`config.mk`:
```
export PLATFORM = sky130hd
export DESIGN_NAME = i2s_codec_emulator
export DESIGN_NICKNAME = d
export VERILOG_FILES = /design/src/rtl/i2s_codec_emulator.sv
export SDC_FILE = /design/constraint.sdc
export NUM_CORES = 1
export LEC_CHECK = 0
export BUFFER_PORTS_ARGS = -buffer_cell sky130_fd_sc_hd__buf_2
export CORE_MARGIN = 1.5
export CORE_UTILIZATION = 45
export DETAILED_ROUTE_END_ITERATION = 7
export PLACE_DENSITY = 0.67
export SLEW_MARGIN = 20
export SYNTH_ARGS = -nofsm -noshare
export SYNTH_HDL_FRONTEND = slang
export SYNTH_SLANG_ARGS = --single-unit
```
`constraint.sdc`:
```
create_clock -name clk -period 7.3 [get_ports clk]
set_clock_uncertainty 0.05 [all_clocks]
set_input_delay 0.365 -clock clk [delete_from_list [all_inputs] [get_ports clk]]
set_output_delay 0.365 -clock clk [all_outputs]
set_load 0.02 [all_outputs]
```
`src/rtl/i2s_codec_emulator.sv`:
```
// i2s_codec_emulator: clock-master I2S codec stand-in. Generates BCLK/LRCK,
// serializes tx pairs onto adcdat, deserializes dacdat into rx pairs.
// Ports: clk, reset (async, active-high), enable;
//        bclk, lrck, adcdat, dacdat (serial side);
//        tx_left/tx_right/tx_valid/tx_ready (one-pair holding register);
//        rx_left/rx_right/rx_valid (received pair), underrun (frame w/o data).
module i2s_codec_emulator #(
    parameter int DATA_WIDTH = 24,
    parameter int SLOT_BITS  = 32,
    parameter int BCLK_HALF  = 2
) (
    input  logic                  clk,
    input  logic                  reset,
    input  logic                  enable,
    output logic                  bclk,
    output logic                  lrck,
    output logic                  adcdat,
    input  logic                  dacdat,
    input  logic [DATA_WIDTH-1:0] tx_left,
    input  logic [DATA_WIDTH-1:0] tx_right,
    input  logic                  tx_valid,
    output logic                  tx_ready,
    output logic [DATA_WIDTH-1:0] rx_left,
    output logic [DATA_WIDTH-1:0] rx_right,
    output logic                  rx_valid,
    output logic                  underrun
);

    localparam int PW = $clog2(SLOT_BITS);
    localparam int VW = (BCLK_HALF > 1) ? $clog2(BCLK_HALF) : 1;
    localparam logic [PW-1:0] POS_LAST = PW'(SLOT_BITS - 1);
    localparam logic [PW-1:0] POS_DW   = PW'(DATA_WIDTH);
    localparam logic [VW-1:0] DIV_LAST = VW'(BCLK_HALF - 1);

    logic [VW-1:0]         div_q, div_d;
    logic                  bclk_q, bclk_d;
    logic                  lrck_q, lrck_d;
    logic [PW-1:0]         pos_q, pos_d;
    logic                  adcdat_q, adcdat_d;
    logic [DATA_WIDTH-1:0] tx_sh_q, tx_sh_d;
    logic [DATA_WIDTH-1:0] fr_r_q, fr_r_d;
    logic [DATA_WIDTH-1:0] rx_sh_q, rx_sh_d;
    logic [DATA_WIDTH-1:0] rx_lat_q, rx_lat_d;
    logic [DATA_WIDTH-1:0] rx_left_q, rx_left_d;
    logic [DATA_WIDTH-1:0] rx_right_q, rx_right_d;
    logic                  rx_valid_q, rx_valid_d;
    logic                  underrun_q, underrun_d;
    logic                  hold_empty_q, hold_empty_d;
    logic [DATA_WIDTH-1:0] hold_l_q, hold_l_d;
    logic [DATA_WIDTH-1:0] hold_r_q, hold_r_d;

    logic                  tick, fall, rise, frame_start, accept;
    logic [DATA_WIDTH-1:0] rx_next;

    // {lrck_q, pos_q} together form bit_cnt; frame start is its wrap to 0.
    assign tick        = enable && (div_q == DIV_LAST);
    assign fall        = tick && bclk_q;
    assign rise        = tick && !bclk_q;
    assign frame_start = fall && lrck_q && (pos_q == POS_LAST);
    assign accept      = tx_valid && hold_empty_q;
    assign rx_next     = (rx_sh_q << 1) | DATA_WIDTH'(dacdat);

    always_comb begin
        div_d        = div_q;
        bclk_d       = bclk_q;
        lrck_d       = lrck_q;
        pos_d        = pos_q;
        adcdat_d     = adcdat_q;
        tx_sh_d      = tx_sh_q;
        fr_r_d       = fr_r_q;
        rx_sh_d      = rx_sh_q;
        rx_lat_d     = rx_lat_q;
        rx_left_d    = rx_left_q;
        rx_right_d   = rx_right_q;
        rx_valid_d   = 1'b0;
        underrun_d   = 1'b0;
        hold_empty_d = hold_empty_q;
        hold_l_d     = hold_l_q;
        hold_r_d     = hold_r_q;

        if (!enable) begin
            div_d    = '0;
            bclk_d   = 1'b0;
            lrck_d   = 1'b1;
            pos_d    = POS_LAST;
            adcdat_d = 1'b0;
            tx_sh_d  = '0;
            fr_r_d   = '0;
            rx_sh_d  = '0;
            rx_lat_d = '0;
        end else begin
            div_d = tick ? '0 : div_q + 1'b1;
            if (tick) begin
                bclk_d = !bclk_q;
            end
            if (fall) begin
                if (pos_q == POS_LAST) begin
                    pos_d  = '0;
                    lrck_d = !lrck_q;
                end else begin
                    pos_d = pos_q + 1'b1;
                end
                if (pos_d == '0) begin
                    // Slot start: position 0 is the idle bit before the MSB.
                    adcdat_d = 1'b0;
                    if (lrck_d) begin
                        tx_sh_d = fr_r_q;
                    end else begin
                        tx_sh_d = hold_empty_q ? '0 : hold_l_q;
                        fr_r_d  = hold_empty_q ? '0 : hold_r_q;
                    end
                end else if (pos_d <= POS_DW) begin
                    adcdat_d = tx_sh_q[DATA_WIDTH-1];
                    tx_sh_d  = tx_sh_q << 1;
                end else begin
                    adcdat_d = 1'b0;
                end
            end
            if (rise && (pos_q != '0) && (pos_q <= POS_DW)) begin
                rx_sh_d = rx_next;
                if (pos_q == POS_DW) begin
                    if (!lrck_q) begin
                        rx_lat_d = rx_next;
                    end else begin
                        rx_left_d  = rx_lat_q;
                        rx_right_d = rx_next;
                        rx_valid_d = 1'b1;
                    end
                end
            end
        end

        // Decision uses the holding state before the edge; a pair accepted
        // on the frame-start cycle waits for the following frame.
        if (frame_start) begin
            if (hold_empty_q) begin
                underrun_d = 1'b1;
            end else begin
                hold_empty_d = 1'b1;
            end
        end
        if (accept) begin
            hold_empty_d = 1'b0;
            hold_l_d     = tx_left;
            hold_r_d     = tx_right;
        end
    end

    always_ff @(posedge clk or posedge reset) begin
        if (reset) begin
            div_q        <= '0;
            bclk_q       <= 1'b0;
            lrck_q       <= 1'b1;
            pos_q        <= POS_LAST;
            adcdat_q     <= 1'b0;
            tx_sh_q      <= '0;
            fr_r_q       <= '0;
            rx_sh_q      <= '0;
            rx_lat_q     <= '0;
            rx_left_q    <= '0;
            rx_right_q   <= '0;
            rx_valid_q   <= 1'b0;
            underrun_q   <= 1'b0;
            hold_empty_q <= 1'b1;
            hold_l_q     <= '0;
            hold_r_q     <= '0;
        end else begin
            div_q        <= div_d;
            bclk_q       <= bclk_d;
            lrck_q       <= lrck_d;
            pos_q        <= pos_d;
            adcdat_q     <= adcdat_d;
            tx_sh_q      <= tx_sh_d;
            fr_r_q       <= fr_r_d;
            rx_sh_q      <= rx_sh_d;
            rx_lat_q     <= rx_lat_d;
            rx_left_q    <= rx_left_d;
            rx_right_q   <= rx_right_d;
            rx_valid_q   <= rx_valid_d;
            underrun_q   <= underrun_d;
            hold_empty_q <= hold_empty_d;
            hold_l_q     <= hold_l_d;
            hold_r_q     <= hold_r_d;
        end
    end

    assign bclk     = bclk_q;
    assign lrck     = lrck_q;
    assign adcdat   = adcdat_q;
    assign tx_ready = hold_empty_q;
    assign rx_left  = rx_left_q;
    assign rx_right = rx_right_q;
    assign rx_valid = rx_valid_q;
    assign underrun = underrun_q;

endmodule

```
; After elaboration in Yosys (flattened, before gate mapping)
; Cells that the tools add are included.
[classes]
n_addsub = 2
n_lt_le_gt_ge = 2
n_eq_ne = 10
n_mux = 43
bitwise_logic = 1
n_reduce_logical = 17
[op_table]
columns = op, count
row1 = 24-bit 2-to-1 mux, 15
row2 = 23-bit 2-to-1 mux, 2
row3 = 5-bit 2-to-1 mux, 5
row4 = 24-bit by 1-bit bitwise OR with 24-bit output, 1
row5 = 1-bit 2-to-1 mux, 21
row6 = "5-bit == test, second input constant", 2
row7 = "5-bit less-or-equal comparator, second input constant", 2
row8 = "2-bit by 1-bit inequality test with 1-bit output, second input constant", 5
row9 = 1-bit logical AND, 8
row10 = 3-bit AND reduction, 2
row11 = "5-bit by 1-bit adder with 5-bit output, second input constant", 1
row12 = 5-bit zero test, 1
row13 = 5-bit nonzero test, 1
row14 = "2-bit inequality test, second input constant", 2
row15 = 4-bit AND reduction, 1
row16 = "3-bit by 1-bit inequality test with 1-bit output, second input constant", 1
row17 = 1-bit zero test, 2
row18 = 2-bit AND reduction, 1
row19 = 2-bit nonzero test, 1
row20 = "1-bit adder, second input constant", 1
[word_totals]
register_bits = 203
input_bits = 53
out_inout_bits = 54
word_cells = 91

; Depth between registers and ports, before layout
; Gate-level depths: netlist of the first run.
[depth]
ltp_word = 9
ltp_mapped = 11

; Worst setup path before layout of the first run
; No wires, ideal clock.
[synth_timing]
path_type = register -> register
from = reg pos_q[0]
to = reg fr_r_q[0]
setup_time_ps = 121
arrival_time_ps = 2236
required_time_ps = 7129
setup_slack_ps = 4893
path_stages_with_launch = 12
n_path_buf = 3
cell_sequence = dfstp_2 > ha_1 > and3_1 > ha_1 > buf_2 > inv_1 > a211oi_2 > and2_1 > buf_4 > a31oi_4 > buf_4 > a22o_2
[synth_between]
elab_chain_cells = 7
[synth_rtl]
columns = element, line
row1 = "start, declared", 38  ; logic [PW-1:0] pos_q, pos_d;
row2 = "start signal, assigned", 171  ; pos_q <= pos_d;
row3 = 5-bit by 1-bit adder with 5-bit output or 5-bit == test (tied branches), "101, 97"
row4 = 5-bit 2-to-1 mux, 97  ; if (pos_q == POS_LAST) begin
row5 = 5-bit 2-to-1 mux, 96  ; if (fall) begin
row6 = 5-bit 2-to-1 mux, 81  ; if (!enable) begin
row7 = 5-bit zero test, 103  ; if (pos_d == '0) begin
row8 = 2-bit by 1-bit inequality test with 1-bit output (no line), -
row9 = 3-bit AND reduction (no line) *, -
row10 = "end signal, assigned", 174  ; fr_r_q <= fr_r_d;
row11 = "end, declared", 41  ; logic [DATA_WIDTH-1:0] fr_r_q, fr_r_d;
; Mark *: on every way between the ends. The rest lies on a longest branch, timed or not. The select of a mux whose other input is x is not followed.
; A chain may end at the register's enable or synchronous reset.

; Worst setup path after layout of the first run
[layout_timing]
from = reg pos_q[0]
to = reg fr_r_q[14]
; Same word-level chain as after synthesis.

==> results of run 1 <==
-- critical path, stage by stage, from the launching register on --
cell      delay [ns]
dfstp_2         0.59
ha_1            0.25
and3_1          0.19
ha_1            0.41
inv_1           0.14
a211oi_2        0.25
and2_1          0.81
a31oi_4         0.49
a22o_2          0.35
-- cells by family after synthesis --
group / after synthesis / synth area share (%)
and+or+nand+nor: 150 / 8.249
AOI/OAI and AO/OA: 109 / 9.098
xor gates and xnor gates: 3 / 0.3950
DFF: 203 / 59.49
buffers and inverters: 65 / 3.671
adders and majority gates: 4 / 0.5851
muxes: 145 / 18.52
-- layout by cell type, fill, tap and decap left out, types with 5 or more instances in the layout --
| master | netlist | routed |
|---|---|---|
| mux2_2 | 96 | 96 |
| mux2i_1 | 48 | 48 |
| clkbuf_8 | 0 | 6 |
| a22o_2 | 16 | 16 |
| o22ai_1 | 23 | 23 |
| nand3_1 | 13 | 13 |
| dfrtp_1 | 196 | 196 |
| inv_1 | 17 | 16 |
| o21ai_0 | 35 | 35 |
| nor2b_1 | 16 | 16 |
| buf_2 | 17 | 106 |
| a22o_1 | 8 | 8 |
| clkbuf_16 | 0 | 23 |
| nand2_1 | 28 | 26 |
| nor2_1 | 78 | 78 |
| a31o_2 | 15 | 15 |
| bufinv_16 | 0 | 5 |
| dfstp_2 | 7 | 7 |
-- worst paths after layout --
kind                                      to  slack [ns]
worst min-delay path             rx_left[23]      -0.008
max in group asynchronous       rx_right[12]        5.75
min in group clk                hold_r_q[17]        0.05
worst min register to register    fr_r_q[10]        0.44
worst max-delay path              fr_r_q[14]        3.66
worst max register to register    fr_r_q[14]        3.66
-- flip-flops by register name, indices dropped and copies added (netlist names) --
signal    count
pos_q         5
rx_sh_q      23
hold_r_q     24
fr_r_q       24
hold_l_q     24
tx_ready      1
rx_lat_q     24
adcdat        1
bclk          1
div_q         1
tx_sh_q      24
rx_right     24
rx_valid      1
underrun      1
lrck          1
rx_left      24
-- metal layers --
layer	GRT usage, %	wire, µm	part of all wire (%)	up-vias
met3	3.363	747	4.6	26
met2	26.86	7396	46	134
met4	4.002	275	1.7	0
li1	-	-	-	2576
met1	23.55	7690	48	2617
met5	0	0	0	-
-- power groups by stage --
stage          clock network, W  logic (W)  registers (W)
5_1_grt                 0.00133   0.000421        0.00138
3_5_place_dp                  0   0.000366        0.00139
2_1_floorplan                 0   0.000306        0.00134
4_1_cts                 0.00128   0.000369        0.00137
6_report                0.00125   0.000373        0.00137
3_3_place_gp                  0   0.000351        0.00138
-- final cells by class --
| class | instances | area (µm²) | share of cell area (%) |
|---|---|---|---|
| well taps | 234 | 292.8 | 2.901 |
| clock inverters | 10 | 181.4 | 1.798 |
| clock buffers | 30 | 661.9 | 6.558 |
| flip-flops and latches | 203 | 5089 | 50.42 |
| multi-input cells | 411 | 3178 | 31.49 |
| inverters | 19 | 80.08 | 0.7935 |
| repair buffers | 113 | 609.3 | 6.038 |
-- metrics by stage --
step           setup WS [ns]  cell area (µm²)
6_report               3.656            10090
5_1_grt                3.378            10090
3_3_place_gp           3.842             9189
3_5_place_dp           3.631             9189
4_1_cts                3.577            10040
2_1_floorplan          1.358             8554
-- what timing repair did --
item / 4_1_cts / 5_1_grt
setup endpoints to repair: 0 / 0
hold buffers: 1 / 0
hold endpoints to repair: 1 / 0
==> results by group, run 1 <==
Run status
  • Outcome: finished, violations left
  • Failing checks: hold timing

Synthesis
  • Synth area leader: dfrtp_1
  • Synth Cell Area: about 8600 µm²
  • Yosys reg bits: slightly above 200
  • Commonest cells post-synth: dfrtp_1 (196), mux2_2 (96), nor2_1 (78)
  • Distinct cells, synth: 42
  • Synth area leaders: dfrtp_1 (57%), mux2_2 (13%), mux2i_1 (5.6%)
  • Yosys Warn Count: 0
  • Post-synthesis sequential area ratio: between 50% and 60%
  • Post-synth EDFFs: 0
  • Syn_area_per_cell: 12.60 µm²
  • Post-Syn Nets: 736
  • Top-area cell type share of the netlist area: a little under three fifths
  • Top FF cell, synth: dfrtp_1
  • Syn Inst Count: approximately 680
  • Post-synth ARST share: 100.0%
  • Top-count cell post-synth: dfrtp_1

Setup path
  • Worst path arrival time: 3.98 ns
  • Max FO, Critical Path: 25
  • Worst r2r path cells: 8
  • Worst setup SP type: flop
  • CP Capture Type: flop
  • R2R Path Start: pos_q[0]
  • Worst setup path class: flop to flop
  • Critical path origin: pos_q[0]
  • CP required: 7.63 ns

Die
  • Row count: 50
  • Die W: 140.9 µm
  • Core ar.: 18640 µm²
  • Die area: approximately 20000 µm²
  • Initial core utilization: around 46%
  • Die height: around 140 µm
  • Ports: 107

Route
  • Routed WL: 16.11 mm
  • DR vias: about 5400
  • Pre-antenna DRT Iters: 7
  • Mean number of vias per cell: roughly 5.2
  • Remaining DRCs: 0
  • DR WL/cell: about 16 µm
  • Final ANT Viol Nets: 0
  • Initial DRC Count: between 200 and 300

Global route
  • GRT Overall Usage: around 17%
  • Initial antenna violation count: 0
  • GR Overflow Total: 0
  • Largest net degree at the start of global routing: 137
  • First-pass GRT wire length: ~28 mm
  • Vias in the first global route: approximately 5400

CTS
  • Clk slew on worst S/H paths: approximately 0.060 ns
  • Num CTS Buffers: 22
  • Post-CTS Setup Bufs: 0
  • TritonCTS Sinks: ~200
  • Worst skew pair latency: between 0.4 and 0.5 ns
  • Root buf cell: clkbuf_16
  • CTS tree: yes
  • Max Root-Sink Buffers: 3
  • Post-CTS Resized: 0
  • CTS H-tree lvls: 1

Layout
  • Final core utilization: around 54%
  • Share of cells above drive strength 1: a little under two fifths
  • Synth-to-layout area growth: 17.98%
  • Post-Layout Cell Count: a little over 1000
  • # diodes: 0
  • Final nets: 827
  • Fillers: 1557

Power and ir drop
  • Power Internal: around 0.0023 W
  • Comb pwr share: between 10% and 20%
  • Sequential power share: between 40 and 50%
  • Clk network pwr share: a little over two fifths
  • Switching share of power: between 20% and 30%
  • Pleak: between 4 and 5 nW
  • Psw: ~0.00071 W
  • Peak VDD IR: ~0.0002 V
  • PwrDens: 296.0 nW/µm²
  • Pwr Total: 0.002988 W

Placed design
  • Final HPWL DP: 10.19 mm
  • Routability cong.: 0.7372
  • DP Cell Count: ~980
  • Port Buffers: 106

Job
  • Max-cap violations: 0

STA
  • Final Critical Period: 3.644 ns
  • Final hold slack: -0.007648 ns
  • RSZ-0062 raised after global routing: no
  • Sum Neg Setup Slack: 0 ns
  • Slew Viols, Final: 0
  • Fin. Hold Viols: 6
  • Fmax: around 0.27 GHz
  • Worst slew pin tran: ~1 ns
  • Period utilization: 49.92%
  • Final setup viols: 0
  • Slew headroom: around 35%

Worst hold path
  • Hold WC Path Type: primary input to asynchronous set/reset pin
No activity file was read; power rests on OpenSTA's default activity.
==> run 2, diff against run 1 <==
==> constraint.sdc (replaced) <==
create_clock -name clk -period 3.55 [get_ports clk]
set_clock_uncertainty 0.05 [all_clocks]
set_input_delay 0.1775 -clock clk [delete_from_list [all_inputs] [get_ports clk]]
set_output_delay 0.1775 -clock clk [all_outputs]
set_load 0.02 [all_outputs]
==> results by group, run 2 (synthesized netlist as in run 1, its figures left out) <==
Power and ir drop
  • Power Internal: 0.004356 W (+92%)
  • Peak VDD IR: 0.0004895 V (+150%)
  • Switching share of power: 25.08% (+1.2 points)
  • Pwr Total: 0.005814 W (+95%)
  • Pleak: 5.044 nW (+3.2%)
  • Sequential power share: 48.2% (+2.5 points)
  • Comb pwr share: 14.0% (+1.5 points)
  • Clk network pwr share: 37.7% (-4.1 points)
  • PwrDens: 554.6 nW/µm² (+87%)
  • Psw: 0.001458 W (+100%)

Setup path
  • Worst setup SP type: flop
  • Max FO, Critical Path: 25 (unchanged)
  • Cell mode on critical path: ha_1
  • CP Cell Sequence: ha_1, and3_1, ha_1, inv_1, a211oi_2, nand2_2, nor4_4, buf_4, a22o_1
  • CP Capture Type: flop
  • CP top delay family: simple AND/OR/NAND/NOR gates
  • Worst setup path class: flop to flop
  • Largest stage delay, worst path: 0.59 ns (-0.22 ns)
  • Critical path origin: pos_q[0]
  • CP required: 3.93 ns (-3.70 ns)
  • R2R Path Start: pos_q[0]
  • Slowest cell on the critical path: dfstp_2
  • Buf/Inv on CP: 2 (+1)
  • Worst path arrival time: 3.37 ns (-0.61 ns)

CTS
  • CTS tree: yes
  • CTS H-tree lvls: 1 (unchanged)
  • Clk slew on worst S/H paths: 0.06 ns (about the same)
  • Worst skew pair latency: 0.50 ns (about the same)
  • Post-CTS Setup Bufs: 0 (unchanged)
  • Post-CTS Resized: 0 (unchanged)
  • Max Root-Sink Buffers: 3 (unchanged)
  • Root buf cell: clkbuf_16
  • TritonCTS Sinks: 203 (unchanged)
  • Num CTS Buffers: 22 (unchanged)

STA
  • Worst slew pin tran: 0.7442 ns (-0.2369 ns)
  • Slew headroom: 50.21% (+16 points)
  • Slew Viols, Final: 0 (unchanged)
  • Fin. Hold Viols: 0 (-6)
  • Period utilization: 84.32% (+34 points)
  • Final setup viols: 0 (unchanged)
  • Sum Neg Setup Slack: 0 ns (unchanged)
  • Fmax: 0.3341 GHz (+22%)
  • RSZ-0062 raised after global routing: no
  • Final Critical Period: 2.993 ns (-0.6507 ns)

Die
  • Initial core utilization: 45.89% (unchanged)
  • Die W: 140.9 µm (unchanged)
  • Row count: 50 (unchanged)
  • Die area: 19850 µm² (unchanged)
  • Core ar.: 18640 µm² (unchanged)
  • Ports: 107 (unchanged)
  • Die height: 140.9 µm (unchanged)

Global route
  • Largest net degree at the start of global routing: 130 (-5.1%)
  • Initial antenna violation count: 0 (unchanged)
  • GRT Overall Usage: 17.74% (+1.0 points)
  • GR Overflow Total: 0 (unchanged)
  • First-pass GRT wire length: 28.90 mm (+5.1%)
  • Vias in the first global route: 5709 (+5.3%)

Layout
  • Most frequent cells in the layout: dfrtp_1 (196), buf_2 (106), mux2_2 (96)
  • Multi-input gate area: 3173 µm² (-0.16%)
  • FF/Latch Area: 5089 µm² (unchanged)
  • Synth-to-layout area growth: 22.55%
  • Share of cells above drive strength 1: 35.55% (-2.4 points)
  • Fillers: 1529 (-1.8%)
  • Final nets: 885 (+7.0%)
  • Commonest non-fill, non-tap cell in the layout: dfrtp_1
  • # diodes: 0 (unchanged)

Placed design
  • Routability cong.: 0.7794 (+5.7%)
  • Port Buffers: 106 (unchanged)
  • Final HPWL DP: 10.50 mm (+3.1%)

Job
  • Max-cap violations: 0 (unchanged)

Route
  • Mean number of vias per cell: 5.211 (-0.70%)
  • Remaining DRCs: 0 (unchanged)
  • DR WL/cell: 15.72 µm (-0.48%)
  • DR vias: 5602 (+4.7%)
  • Initial DRC Count: 232 (-18%)
  • Pre-antenna DRT Iters: 4 (-3)
  • Final ANT Viol Nets: 0 (unchanged)
  • Routed WL: 16.90 mm (+4.9%)

Run status
  • Outcome: completed

Worst hold path
  • Hold WC Path Type: primary input to flop
  • Hold Crit Start: enable
-- run 2: cell count changes in the layout (fill, tap and decap cells not counted), sizes merged --
| cell | delta |
|---|---|
| dlygate4sd3 | +50 |
| buf | +8 |
| bufinv | -4 |
| clkinv | -2 |
| clkinvlp | +2 |
| clkbuf | +1 |
-- run 2: per-stage QoR --
step           utilization (%)  hold WS (ns)  setup WS (ns)  std cells  instance area, µm²
3_5_place_dp             49.74        0.2416         0.5694        987                9273
3_3_place_gp             49.74        0.2248         0.7345        987                9273
4_1_cts                  56.21        0.1201         0.5452       1075               10480
6_report                 56.23        0.1328         0.5567       1075               10480
2_1_floorplan                -        0.1829         0.6979        679                8558
5_1_grt                  56.23        0.1480         0.2629       1075               10480
-- run 2: cell type report --
cell class	count	area share (%)
sequential	203	48.54
multi-input combinational	411	30.27
timing repair buffer	171	11.05
clock buffer	31	6.063
tap	234	2.793
inverter	19	0.7161
clock inverter	6	0.5729
-- run 2: path summary, 6_finish.rpt --
check,endpoint,slack [ns],cells past startpoint
max,fr_r_q[18],0.56,9
min,pos_q[2],0.13,3
max reg2reg,fr_r_q[18],0.56,9
min reg2reg,rx_left[10],0.45,1
max in group asynchronous,rx_lat_q[7],2.10,4
min in group asynchronous,hold_l_q[15],0.26,3
-- run 2: repair_timing --
item | CTS | global route
hold buffers | 51 | 0
endpoints found under the hold margin | 78 | 0
endpoints found under the setup margin | 0 | 0
-- run 2: tightest hold or removal path: cells and delay by family --
family | cells | cell delay, ns
simple gates | 1 | 0.11
buf+inv | 2 | 0.34
-- run 2: power by group through the flow --
stage               Clock (W)  Sequential, W  Combinational (W)
global placement            0        0.00283           0.000744
detailed placement          0        0.00284           0.000775
global route          0.00235        0.00284           0.000917
CTS                   0.00225        0.00280           0.000823
floorplan                   0        0.00276           0.000631
finish                0.00219        0.00280           0.000817
-- run 2: routing by layer --
metal / share of wire (%) / vias up / GRT usage (%)
met5: 0 / - / 0
met4: 2.5 / 0 / 5.263
met3: 4.2 / 34 / 3.023
met2: 47 / 122 / 29.30
met1: 46 / 2767 / 24.18
li1: - / 2679 / -
